<file path="src/rtl/contra_main_bus.sv">
// Contra main-CPU bus glue: address decode, read mux, ROM banking,
// input ports, sound latch/IRQ and the video IRQ flip-flop.
module contra_main_bus (
  input  logic        clk,
  input  logic        rst,
  input  logic        cpu_cen,
  input  logic [15:0] A,
  input  logic        RnW,
  input  logic [7:0]  cpu_dout,
  output logic [7:0]  cpu_din,
  input  logic        irq_ack,
  output logic        irq_n,
  output logic        ram_cs,
  output logic        rom_cs,
  input  logic [7:0]  ram_dout,
  output logic [16:0] rom_addr,
  input  logic [7:0]  rom_data,
  output logic [12:0] cpu_addr,
  output logic        cpu_rnw,
  input  logic        gfx_irqn,
  output logic        gfx1_cs,
  output logic        gfx2_cs,
  output logic        gfx1_cfg_cs,
  output logic        gfx2_cfg_cs,
  output logic        pal_cs,
  input  logic [7:0]  gfx1_dout,
  input  logic [7:0]  gfx2_dout,
  input  logic [7:0]  pal_dout,
  output logic        snd_irq,
  output logic [7:0]  snd_latch,
  input  logic [1:0]  start_button,
  input  logic [1:0]  coin_input,
  input  logic [5:0]  joystick1,
  input  logic [5:0]  joystick2,
  input  logic        service,
  input  logic [7:0]  dipsw_a,
  input  logic [7:0]  dipsw_b,
  input  logic [3:0]  dipsw_c
);

  localparam int unsigned BANK_W = 4;
  localparam int unsigned DATA_W = 8;

  logic              bank_cs, in_cs, out_cs, io_page;
  logic [BANK_W-1:0] bank_q, bank_d, bank_page;
  logic              snd_irq_q, snd_irq_d;
  logic [DATA_W-1:0] snd_latch_q, snd_latch_d;
  logic [DATA_W-1:0] port_in_q, port_in_d;
  logic              irq_q, irq_d;
  logic              vrq_prev_q;

  // Address decode: all selects are purely combinational from A/RnW
  always_comb begin
    io_page     = (A[15:10] == 6'b000000);
    rom_cs      = (A[15] | (A[15:13] == 3'b011)) & RnW;
    bank_cs     = (A[15:12] == 4'b0111) & ~RnW;
    gfx1_cs     = (A[15:13] == 3'b001);
    gfx2_cs     = (A[15:13] == 3'b010);
    ram_cs      = (A[15:12] == 4'b0001);
    pal_cs      = (A[15:10] == 6'b000011);
    gfx1_cfg_cs = io_page & (A[7:5] == 3'b000) & ~RnW;
    gfx2_cfg_cs = io_page & (A[7:5] == 3'b011) & ~RnW;
    in_cs       = io_page & RnW;
    out_cs      = io_page & (A[4:3] == 2'b11) & ~RnW;
  end

  // Read data mux, first match wins, open bus reads as 0xFF
  always_comb begin
    cpu_din = 8'hFF;
    if      (rom_cs)  cpu_din = rom_data;
    else if (ram_cs)  cpu_din = ram_dout;
    else if (pal_cs)  cpu_din = pal_dout;
    else if (in_cs)   cpu_din = port_in_q;
    else if (gfx1_cs) cpu_din = gfx1_dout;
    else if (gfx2_cs) cpu_din = gfx2_dout;
  end

  // ROM address: fixed upper 32K, banked 8K window offset by 4 (wraps at 16)
  always_comb begin
    bank_page = BANK_W'(bank_q + 4'd4);
    if (A[15]) rom_addr = {2'b00, A[14:0]};
    else       rom_addr = {bank_page, A[12:0]};
  end

  // Next-state for CPU-written registers, input port and IRQ flop
  always_comb begin
    bank_d      = bank_q;
    snd_irq_d   = snd_irq_q;
    snd_latch_d = snd_latch_q;
    port_in_d   = port_in_q;
    irq_d       = irq_q;

    if (cpu_cen) begin
      snd_irq_d = 1'b0;
      if (bank_cs) bank_d = cpu_dout[3:0];
      if (out_cs) begin
        case (A[2:1])
          2'b01:   snd_irq_d   = 1'b1;
          2'b10:   snd_latch_d = cpu_dout;
          default: ;
        endcase
      end
    end

    case (A[2:0])
      3'b000:  port_in_d = {3'b111, start_button, service, coin_input};
      3'b001:  port_in_d = {2'b11, joystick1};
      3'b010:  port_in_d = {2'b11, joystick2};
      3'b100:  port_in_d = dipsw_a;
      3'b101:  port_in_d = dipsw_b;
      3'b110:  port_in_d = {4'b1111, dipsw_c};
      default: port_in_d = port_in_q;
    endcase

    if (irq_ack)                    irq_d = 1'b0;
    else if (~gfx_irqn & ~vrq_prev_q) irq_d = 1'b1;
  end

  // Resettable state registers
  always_ff @(posedge clk) begin
    if (rst) begin
      bank_q      <= '0;
      snd_irq_q   <= 1'b0;
      snd_latch_q <= '0;
      irq_q       <= 1'b0;
    end else begin
      bank_q      <= bank_d;
      snd_irq_q   <= snd_irq_d;
      snd_latch_q <= snd_latch_d;
      irq_q       <= irq_d;
    end
  end

  // Free-running samplers: edge history tracks through reset to avoid a spurious IRQ
  always_ff @(posedge clk) begin
    port_in_q  <= port_in_d;
    vrq_prev_q <= ~gfx_irqn;
  end

  assign irq_n     = ~irq_q;
  assign snd_irq   = snd_irq_q;
  assign snd_latch = snd_latch_q;
  assign cpu_addr  = A[12:0];
  assign cpu_rnw   = RnW;

endmodule

</file>
<file path="config.mk">
export PLATFORM = sky130hd
export DESIGN_NAME = contra_main_bus
export DESIGN_NICKNAME = d
export VERILOG_FILES = /design/src/rtl/contra_main_bus.sv
export SDC_FILE = /design/constraint.sdc
export NUM_CORES = 1
export LEC_CHECK = 0
export CAP_MARGIN = 10
export CELL_PAD_IN_SITES_DETAIL_PLACEMENT = 0
export CELL_PAD_IN_SITES_GLOBAL_PLACEMENT = 1
export CORE_MARGIN = 5
export CORE_UTILIZATION = 19
export DETAILED_ROUTE_END_ITERATION = 6
export PLACE_DENSITY = 0.76
export SETUP_SLACK_MARGIN = 0.4
export SLEW_MARGIN = 25
export SYNTH_ARGS = -nofsm -noshare
export SYNTH_HDL_FRONTEND = slang
export SYNTH_SLANG_ARGS = --single-unit
</file>
<file path="constraint.sdc">
create_clock -name clk -period 2.33 [get_ports clk]
set_input_delay 0.699 -clock clk [delete_from_list [all_inputs] [get_ports clk]]
set_output_delay 0.699 -clock clk [all_outputs]
set_load 0.03 [all_outputs]
</file>
Word-level counts from Yosys, hierarchy flattened. Index checks and enable logic that the tools add are counted.

Reduce and logical (&&, ||, !) cells: 7. Equal/unequal tests: 15. Bitwise logic cells: 15. Muxes and demuxes: 10. Add/subtract/negate cells: 1.

Operator list (number): $mux 8 (6); $pmux 8 s6 (1); $mux 17 (1); $eq 3x2->1 const B (4); $and 1x1->1 (10); $eq 3x3->1 const B (3); $eq 3x1->1 const B (2); $eq 6x2->1 const B (1); $logic_not 3->1 (2); $logic_not 6->1 (1); $reduce_bool 6->1 (1); $add 4x3->4 const B (1); $eq 2x2->1 const B (2); $eq 4x1->1 const B (1); $eq 4x3->1 const B (1); $not 1->1 (4); $reduce_and 3->1 (1); $eq 2x1->1 const B (1); $mux 1 (2); $reduce_and 2->1 (1); $reduce_or 2->1 (1); $or 1x1->1 (1).

Output and inout port bits: 56. Register bits after elaboration: 23.

Depth between registers and ports, before layout.
Depth in word-level cells: 7. Gate-level depth with buffers: 6.

Worst setup path after synthesis. Ideal clock, no wire load.

Path kind: input-to-output. From: input A[15]. To: output gfx1_cfg_cs. Data required time: 1.631 ns. Stages on the path: 5. Path buffers: 1. Slack: -0.644 ns. Arrival: 2.275 ns. Path through: buf_2 > nor4_4 > nand2_1 > or3_1 > nor3_1.

Cells in the longest elaborated chain, start to end: 3.

RTL lines: start: declaration (RTL line 7) `input logic [15:0] A,`; $logic_not 6->1 (RTL line 54) `io_page = (A[15:10] == 6'b000000);`; $and 1x1->1 (2 in series) (RTL line 61) `gfx1_cfg_cs = io_page & (A[7:5] == 3'b000) & ~RnW;`; end: declaration (RTL line 23) `output logic gfx1_cfg_cs,`.

Every way passes these cells.

Final worst setup path.
From: input A[12]. To: output cpu_din[2].

Cells in the longest elaborated chain, start to end: 6. Elaborated cells on any way between the ends: 8. Those cells by class: eq/ne (2); mux (4); bitwise (1); reduce/logical (1).

RTL lines: $logic_not 6->1 (RTL line 54); $and 1x1->1 (RTL line 63) `in_cs = io_page & RnW;`; $mux 8 (RTL line 73) `else if (in_cs) cpu_din = port_in_q;`; $mux 8 (RTL line 72) `else if (pal_cs) cpu_din = pal_dout;`; $mux 8 * (RTL line 71) `else if (ram_cs) cpu_din = ram_dout;`; $mux 8 * (RTL line 70) `if (rom_cs) cpu_din = rom_data;`; end: declaration (RTL line 10) `output logic [7:0] cpu_din,`.

Every way passes the cells marked *; elsewhere a longest branch is shown, timed or not.

==> key figures <==
Placed design
  • IO Port Bufs: 156
  • GPL Wtd Cong: approximately 0.7
  • Placed instance area: 3790 sq um
  • Final HPWL DP: about 6200 um

Clock network
  • Reg clk slew, reported paths: 0.08 ns
  • TritonCTS sink count: 23
  • Worst skew pair latency: about 0.26 ns
  • Total CTS buffers: 3
  • TritonCTS clock tree: done
  • Bufs on Longest Clock Path: 2
  • H-tree depth: 1
  • CTS root buffer: clkbuf_8

Worst setup path
  • Most Frequent Cell on Critical Path: buf_6
  • Worst r2r src: bank_q[2]
  • Critical Path Sink Type: output port
  • Crit path buf inv count: 4
  • Crit path DAT: 2.03 ns
  • Top Family by Delay on Critical Path: buffers and inverters
  • Crit path largest cell delay: roughly 0.34 ns
  • Critical path class: in2out
  • Slowest stage cell, crit path: nor4_4
  • Startpoint types: input pin
  • CP Data Required Time: roughly 1.6 ns
  • Worst path cell trace: buf_8 -> nor4_4 -> nand3_1 -> buf_6 -> buf_6 -> o211ai_1 -> a21oi_4 -> buf_6
  • Crit path max fanout: 7
  • Crit path from: A[12]

Global routing
  • Vias in the first global route: between 2000 and 2500
  • GRT Util Overall: 0.1247
  • Antenna violations before repair: 0
  • GRT overflow: 0
  • Pin count of the biggest net entering global routing: 17
  • Global-route wire length before repair: 11940 um

Logic synthesis
  • Most used DFF post-synth: dfxtp_1
  • Seq/Total Area, Yosys: 0.2913
  • YS warnings: 0
  • Synthesis-stage register bit count: 23
  • Synthesized area: around 1900 sq um
  • EDFF count, synth: 8
  • Post-Syn Instances: approximately 230
  • Syn_nets: between 300 and 400
  • Synth top cells by count: nor2_1, buf_4, mux2i_1, nand2_1, dfxtp_1
  • Post-synth top area share: 0.1618
  • Synth area leader: dfxtp_1
  • Ys async rst share: 0
  • Distinct cells, synth: 35
  • Synth area leaders: dfxtp_1, edfxtp_1, buf_4
  • Syn Area/Cell: roughly 8.2 sq um
  • Most numerous cell in the Yosys netlist: nor2_1

Floorplan
  • Initial core utilization: 0.1925
  • Die height: between 100 and 150 um
  • Row count: 36
  • Die Width: between 100 and 150 um
  • Ports: 163
  • CORE AREA: ~9600 sq um
  • Die ar.: roughly 12000 sq um

Run status
  • Status: finished, violations left
  • Failing checks: negative setup slack

Timing
  • Setup violations, final: 11
  • Part of the cycle the worst path needs: 1.171
  • Fmax: ~370 MHz
  • Worst Slack Setup Final: -0.3975 ns
  • RSZ-0062 raised after global routing: yes
  • Final Hold Violating Endpoints: 0
  • Slew HR: 0.6418
  • Minimum clock period: approximately 2.7 ns
  • Skew final: 0.00002459 ns
  • Worst slew pin tran: about 0.54 ns
  • Slew Viols, Final: 0

Power
  • Tot Pwr: about 1300 uW
  • Sequential share of power: 0.336
  • Sw frac: 0.3077
  • Peak supply drop: between 200 and 250 uV
  • Lkg Pwr: ~0.0019 uW
  • PwrDens: between 300 and 400 nW/um^2
  • Internal power: between 900 and 1000 uW
  • Net load switching power: ~410 uW
  • Clk pwr share: 0.188
  • Combinational power share: 0.476

Routing
  • Post-route DRC: 0
  • 1st-iter DRT viols: between 70 and 80
  • Drt first pass iters: 4
  • Drt wl/cell: 14.19 um
  • Detail Route Antenna Nets: 0
  • Drt total wl: approximately 7700 um
  • DR vias: between 2000 and 2500
  • Avg Vias per Cell: approximately 4.2

Job
  • Max Cap Viol: 0

Worst hold path
  • Hold Path Class: reg2reg
  • Min-delay src: snd_irq

Cells and area
  • N_diodes: 0
  • Design area: roughly 4300 sq um
  • Area grow syn2layout: 129.1%
  • Proportion of layout cells with a drive suffix above 1: 0.4142
  • Nets: around 520
-- final timing paths --
check,endpoint,cells after the start,slack (ns)
setup / recovery,cpu_din[2],8,-0.40
hold / removal,snd_irq,2,0.48
setup reg to reg,bank_q[2],2,1.65
hold reg to reg,snd_irq,2,0.48
-- state kept, by name, summed over array words and instances, names as in the netlist --
register	count
snd_irq	1
vrq_prev_q	1
port_in_q	8
irq_q	1
snd_latch	8
bank_q	4
-- power by group through the flow --
| stage | clock, uW | sequential (uW) | combinational [uW] |
|---|---|---|---|
| after floorplan | 0 | 450 | 286 |
| after global placement | 0 | 456 | 570 |
| after detailed placement | 0 | 457 | 573 |
| after CTS | 266 | 448 | 627 |
| after global routing | 281 | 450 | 675 |
| final | 251 | 447 | 635 |
-- worst reg2reg max path, cell delays in order, from the launching register on --
cell and delay, ns:
dfxtp_1 0.36, mux2i_1 0.15, nor2_1 0.05
-- cell families (layout without fill, tap and decap cells) --
| kind of cell | Yosys count | after routing | share of synthesized area |
|---|---|---|---|
| xor+xnor | 1 | 1 | 0.004721 |
| mux | 29 | 29 | 0.1814 |
| buf+inv | 47 | 229 | 0.1510 |
| flops | 23 | 23 | 0.2913 |
| simple gates | 80 | 80 | 0.2124 |
| compound gates | 46 | 46 | 0.1591 |
-- area by class of cell --
class / count / area [sq um]
clock buffers: 3 / 41.29
clock inverters: 1 / 5.005
fillers: 990 / 5389
inverters: 7 / 36.28
multi-input cells: 156 / 1321
flip-flops and latches: 23 / 540.5
well taps: 133 / 166.4
repair buffers: 218 / 2140
-- metrics by stage --
stage               instances  worst slack, ns  hold slack, ns  TNS [ns]  utilization
finish                    541          -0.3975          0.4786    -3.434       0.4409
global route              541          -0.4836          0.5080    -4.300       0.4409
CTS                       537          -0.4015          0.4856    -3.389       0.4333
detailed placement        518           -1.307          0.4708    -16.15       0.3932
global placement          518           -1.276          0.4597    -15.74       0.3932
floorplan                 226          -0.3102          0.4561    -2.463            -
-- what timing repair did --
item | in CTS | in global routing
pin swaps | 26 | 15
hold endpoints to repair | 0 | 0
resized for setup | 166 | 19
setup buffers | 15 | 4
hold buffers | 0 | 0
setup endpoints to repair | 70 | 37
-- cells in the final DEF (no fill, tap or decap), types with 2 or more instances in the layout --
master and n:
buf_8 2, dfxtp_1 15, mux2_4 2, nor2b_2 2
mux2_2 5, nor2_4 4, buf_12 6, buf_6 49
nor3b_1 2, edfxtp_1 8, mux4_2 3, clkbuf_2 3
nand2_4 8, nand2_1 9, a21oi_1 5, inv_4 2
clkbuf_8 3, a22oi_1 8, o21ai_0 4, nor2_1 36
buf_4 51, dlygate4sd2_1 13, clkdlybuf4s50_1 89, buf_2 3
a21oi_4 8, mux2i_1 18, o211ai_1 8, inv_1 4
clkdlybuf4s15_1 2, nor3_4 2, o22ai_1 8
-- routing by layer --
metal	vias to the layer above	part of all wire	GRT usage	wire, um
met5	-	0	0	0
met4	0	0.0051	0.02164	39
met3	2	0.060	0.02072	464
met2	79	0.52	0.2299	3958
met1	1042	0.42	0.1532	3214
li1	1152	-	-	-
No activity file was read; power rests on OpenSTA's default activity.
